### config.mk
export PLATFORM = sky130hd
export DESIGN_NAME = seg7_scroll_buf
export DESIGN_NICKNAME = d
export VERILOG_FILES = /design/src/rtl/seg7_scroll_buf.sv
export SDC_FILE = /design/constraint.sdc
export NUM_CORES = 1
export LEC_CHECK = 0
export ABC_CLOCK_PERIOD_IN_PS = 10900
export CAP_MARGIN = 20
export CORE_MARGIN = 8
export CORE_UTILIZATION = 40
export DETAILED_ROUTE_END_ITERATION = 10
export HOLD_SLACK_MARGIN = 0.02
export PLACE_DENSITY = 0.62
export SLEW_MARGIN = 20
export SYNTH_ARGS = -nofsm -noshare
export SYNTH_HDL_FRONTEND = slang
export SYNTH_SLANG_ARGS = --single-unit
### constraint.sdc
create_clock -name clock -period 10.9 [get_ports clock]
set_input_delay 2.18 -clock clock [delete_from_list [all_inputs] [get_ports clock]]
set_output_delay 2.18 -clock clock [all_outputs]
set_load 0.05 [all_outputs]
### src/rtl/seg7_scroll_buf.sv
`default_nettype none
// ============================================================================
// Module      : seg7_scroll_buf
// Description : Message buffer that scrolls its contents across a row of
//               display digits, moving one position every TICK_DIV clocks.
//               Optional macro SEG7_SCROLL_REVERSE_EN adds a Dir input that
//               lets the message scroll backwards.
// Revision    : 1.0 - initial release
// ============================================================================
module seg7_scroll_buf #(
  parameter int NUM_DIGITS = 4,
  parameter int WIDTH      = 9,
  parameter int DEPTH      = 16,
  parameter int TICK_DIV   = 25000000
) (
  input  logic                          clock,
  input  logic                          Reset,
  input  logic                          Write,
  input  logic [$clog2(DEPTH)-1:0]      Address,
  input  logic [WIDTH-1:0]              valuein,
  input  logic [$clog2(DEPTH):0]        Length,
  input  logic                          Start,
  input  logic                          Stop,
`ifdef SEG7_SCROLL_REVERSE_EN
  input  logic                          Dir,
`endif
  output logic [NUM_DIGITS*WIDTH-1:0]   valueout,
  output logic                          Busy,
  output logic                          Wrap
);

  localparam int c_AW = $clog2(DEPTH);
  localparam int c_LW = c_AW + 1;
  localparam int c_TW = $clog2(TICK_DIV);

  localparam logic [0:0] c_ST_IDLE = 1'b0;
  localparam logic [0:0] c_ST_RUN  = 1'b1;

  logic [WIDTH-1:0]            r_buf [DEPTH];
  logic [0:0]                  r_state;
  logic [c_LW-1:0]             r_len;
  logic [c_AW-1:0]             r_origin;
  logic [c_TW-1:0]             r_tick;
  logic                        r_wrap;
  logic [NUM_DIGITS*WIDTH-1:0] r_valueout;

  logic [c_LW-1:0]             w_len_sel;
  logic [c_LW-1:0]             w_fwd_inc;
  logic                        w_tick_end;
  logic [c_AW-1:0]             w_origin_nxt;
  logic                        w_wrap_nxt;
  logic [NUM_DIGITS*WIDTH-1:0] w_digits;

  // Message storage: writable in any state, cleared by reset
  always_ff @(posedge clock) begin
    if (Reset) begin
      for (int k = 0; k < DEPTH; k++) begin
        r_buf[k] <= '0;
      end
    end else if (Write) begin
      r_buf[Address] <= valuein;
    end
  end

  // Lengths beyond the buffer are clamped to the full buffer
  assign w_len_sel  = (Length > c_LW'(DEPTH)) ? c_LW'(DEPTH) : Length;
  assign w_tick_end = (r_tick == c_TW'(TICK_DIV - 1));
  assign w_fwd_inc  = {1'b0, r_origin} + c_LW'(1);

  // Next origin for one scroll step, and whether that step wraps the message
  always_comb begin
    w_wrap_nxt   = (w_fwd_inc == r_len);
    w_origin_nxt = w_wrap_nxt ? '0 : w_fwd_inc[c_AW-1:0];
`ifdef SEG7_SCROLL_REVERSE_EN
    if (Dir) begin
      w_wrap_nxt   = (r_origin == '0);
      w_origin_nxt = w_wrap_nxt ? c_AW'(r_len - c_LW'(1)) : (r_origin - c_AW'(1));
    end
`endif
  end

  // Control FSM: Stop beats Start, Start (re)latches length and rewinds
  always_ff @(posedge clock) begin
    if (Reset) begin
      r_state  <= c_ST_IDLE;
      r_len    <= c_LW'(NUM_DIGITS);
      r_origin <= '0;
      r_tick   <= '0;
      r_wrap   <= 1'b0;
    end else begin
      r_wrap <= 1'b0;
      if (Stop) begin
        r_state <= c_ST_IDLE;
      end else if (Start && (Length != '0)) begin
        r_state  <= c_ST_RUN;
        r_len    <= w_len_sel;
        r_origin <= '0;
        r_tick   <= '0;
      end else if (r_state == c_ST_RUN) begin
        if (w_tick_end) begin
          r_tick   <= '0;
          r_origin <= w_origin_nxt;
          r_wrap   <= w_wrap_nxt;
        end else begin
          r_tick <= r_tick + c_TW'(1);
        end
      end
    end
  end

  // Digit i shows entry (origin+i) mod len, built as a chain of wrapping
  // increments so short messages repeat across the digits without a divider
  for (genvar i = 0; i < NUM_DIGITS; i++) begin : g_digit
    logic [c_AW-1:0] w_idx;
    if (i == 0) begin : g_first
      assign w_idx = r_origin;
    end else begin : g_next
      logic [c_LW-1:0] w_inc;
      assign w_inc = {1'b0, g_digit[i-1].w_idx} + c_LW'(1);
      assign w_idx = (w_inc == r_len) ? '0 : w_inc[c_AW-1:0];
    end
    assign w_digits[i*WIDTH +: WIDTH] = r_buf[w_idx];
  end

  // Registered digit outputs, one cycle behind buffer/origin
  always_ff @(posedge clock) begin
    if (Reset) begin
      r_valueout <= '0;
    end else begin
      r_valueout <= w_digits;
    end
  end

  assign valueout = r_valueout;
  assign Busy     = (r_state == c_ST_RUN);
  assign Wrap     = r_wrap;

endmodule
`default_nettype wire
==> results.toml <==
[status]
status = "finished clean"

[grt]
grt_pass1_vias = 10700
global_route.overflow_total = 0
grt_pass1_wl_um = 68500
grt-busiest-layer = "met2"
use_met1_pct = 28.1
use_met2_pct = 35.2
antenna_found_initial = 1
track_usage_pct = 21.8
grtUsageMet3_pct = 4.05
grt_max_degree = 62

[synthesis]
yosysMostFrequentCell = "nand2_1"
synth-edff-count = 144
synth_commonest_cells = "nand2_1 (163), and2_1 (149), edfxtp_1 (144)"
yosysWarnings = 0
synth_ff_type = "edfxtp_1"
synthTopCellsByArea = "edfxtp_1 (31%), mux4_2 (13%), dfxtp_1 (10%)"
synthArstFlopShare_pct = 0
synth_top_area_share_pct = 31.4
ys_types = 78
synth.avg_cell_area_um2 = 10.5
synthCells = 1311
syn_area_um2 = 13800
synth_fp_nets = 1338
yosysSeqAreaShare_pct = 41.9
synth-seq-cells = 216
synth_top_area_cell = "edfxtp_1"

[power_and_ir_drop]
swShare_pct = 29.4
power_frac_comb_pct = 18.0
switching_power_uw = 649
p_clk_share_pct = 37.5
finalPower_uw = 2210
vdd_drop_max_mv = 0.0931
p_per_area_nw_per_um2 = 142
pwr-share-seq_pct = 44.5
power.leakage_uw = 0.00534
p_int_uw = 1560

[cts]
cts_tree = "yes"
clockRootBuffer = "clkbuf_16"
cts_buffer_depth = 3
insertion_delay_ps = 550
path_clk_slew_ps = 70
post_cts_resized = 0
post_cts_buffers = 0
cts-hold-fix-buffers = 0
cts_buffers = 25
cts_max_level = 1
cts_sinks = 216

[timing]
max_slew_margin_pct = 33.8
fin_crit_sh_pct = 63.9
worst_pin_slew_ps = 993
fmax_mhz = 144
finalSetupViolations = 0
rsz0062_at_grt = "no"
tns_ps = 0
slew_viol_final = 0
clock_skew_ps = 13.5
hold_viol_final = 0
fin_crit_ps = 6970

[finish]
area_growth_pct = 12.7
multiInputGateArea_um2 = 7480
nets = 1351
drive_gt1_share_pct = 14.6
ff_latch_area_um2 = 5770
stdcell_count = 1798
fillers = 3247
fin_util_pct = 45.3

[drt]
detail_route.wl_per_cell_um = 25.4
drt-total-wl_um = 45700
drc = 0
ant_nets = 0
viasPerCell = 6.33
drt_first_pass_iters = 5
drtIter0Drc = 1486
vias = 11400

[critical_path]
crit_path_start = "g_digit[0].w_idx[0]"
criticalPathCategory = "flip-flop to flip-flop"
required_ps = 11390
crit_end = "valueout[28]"
cp.arrival_ps = 7460
reg2reg_to = "valueout[28]"
critical_path.max_fanout = 28
crit_path_end_kind = "flip-flop"
crit_path_start_kind = "flip-flop"
r2r_start = "g_digit[0].w_idx[0]"
reg2regPathDepth = 23
rrSetupSlack_ps = 3930

[placed_design]
dp.cells = 1752
gp_congestion = 0.974
dpl.hpwl_um = 31900
io_buffers = 60

[floorplanning]
io_pins = 61
die_y_um = 201
fp-row-count = 68
die_w_um = 201
core_area_um2 = 34200
die_area_um2 = 40600
start_util_pct = 40.2

[min_path]
hold_path_class = "flip-flop to flip-flop"
min_path_cells = 2

[flow_run]
max_cap_violations = 0
## cell type report
class / instances / share of cell area [%]
tap: 455 / 3.67
multi-input combinational: 974 / 48.3
inverter: 17 / 0.412
antenna: 1 / 0.0161
clock inverter: 10 / 0.743
sequential: 216 / 37.2
clock buffer: 35 / 4.34
timing repair buffer: 90 / 5.30
## how the worst min path moves through the flow
stage	start	to
floorplan	r_tick[24]	r_tick[24]
global placement	r_tick[20]	r_tick[20]
detailed placement	r_tick[24]	r_tick[24]
CTS	r_tick[24]	r_tick[24]
global route	r_tick[5]	r_tick[5]
finish	r_tick[24]	r_tick[24]
## critical path: stages, from the launching register on
cell	delay (ps)
dfxtp_4	580
ha_1	460
nor2b_1	90
o211a_1	260
o211ai_1	190
buf_4	310
nand2b_2	90
clkinv_1	250
ha_1	360
inv_1	180
nor4_1	370
a31oi_1	100
o311a_1	440
nand4_1	140
nand2_1	170
inv_1	140
ha_1	280
nor2b_1	290
nand3b_4	90
a221o_2	510
o41a_1	800
o22a_1	360
a211oi_1	280
a31o_1	130
## kinds of logic after synthesis
logic type | Yosys count | share of synthesized area [%]
AND/OR/NAND/NOR | 588 | 22.3
AO/OA/AOI/OAI | 232 | 13.3
flip-flops | 216 | 41.9
buffers and inverters | 121 | 3.88
multiplexers | 118 | 16.1
XOR/XNOR | 32 | 2.15
adder cells (fa/ha/maj) | 4 | 0.364
## state kept, by name (all words and copies together), names as in the netlist
register       count
valueout          36
r_buf            144
r_tick            25
r_len              5
Busy               1
g_digit.w_idx      4
Wrap               1
## power by group through the flow
stage | registers [uW] | logic [uW] | clock network, uW
floorplan | 1020 | 221 | 0
global placement | 996 | 388 | 0
detailed placement | 997 | 390 | 0
CTS | 980 | 391 | 839
global route | 985 | 418 | 869
finish | 981 | 397 | 827
## per-layer routing
layer / vias to the layer above / share of wire, %
met2: 674 / 47
li1: 4944 / -
met1: 5615 / 40
met3: 148 / 8.9
met5: - / 0
met4: 0 / 4.9
## stage by stage
step                cell area [um2]  hold slack (ps)  setup WS, ps
global route                  15500              542          3350
finish                        15500              508          3930
global placement              14700              489          3920
detailed placement            14700              499          3690
floorplan                     13800              471          4050
CTS                           15500              517          3650
## placed cells by master (no fill, tap or decap), types with 7 or more instances in the layout
master	n
nand2_1	163
and2_1	149
edfxtp_1	144
nor2_1	85
mux4_2	82
dfxtp_1	70
a211oi_1	62
clkdlybuf4s50_1	59
nor2b_1	34
nand3_1	34
nand2b_1	34
mux2i_1	34
buf_4	30
a31oi_1	26
clkbuf_16	25
a311oi_1	23
a21oi_1	20
xor2_1	19
or2_2	18
and3_1	17
inv_1	15
nor3_1	15
xnor2_1	11
o22ai_1	11
o221ai_1	10
clkbuf_1	9
a31o_1	8
o22ai_2	8
o21ai_0	7
Power figures use the tool's default switching activity.
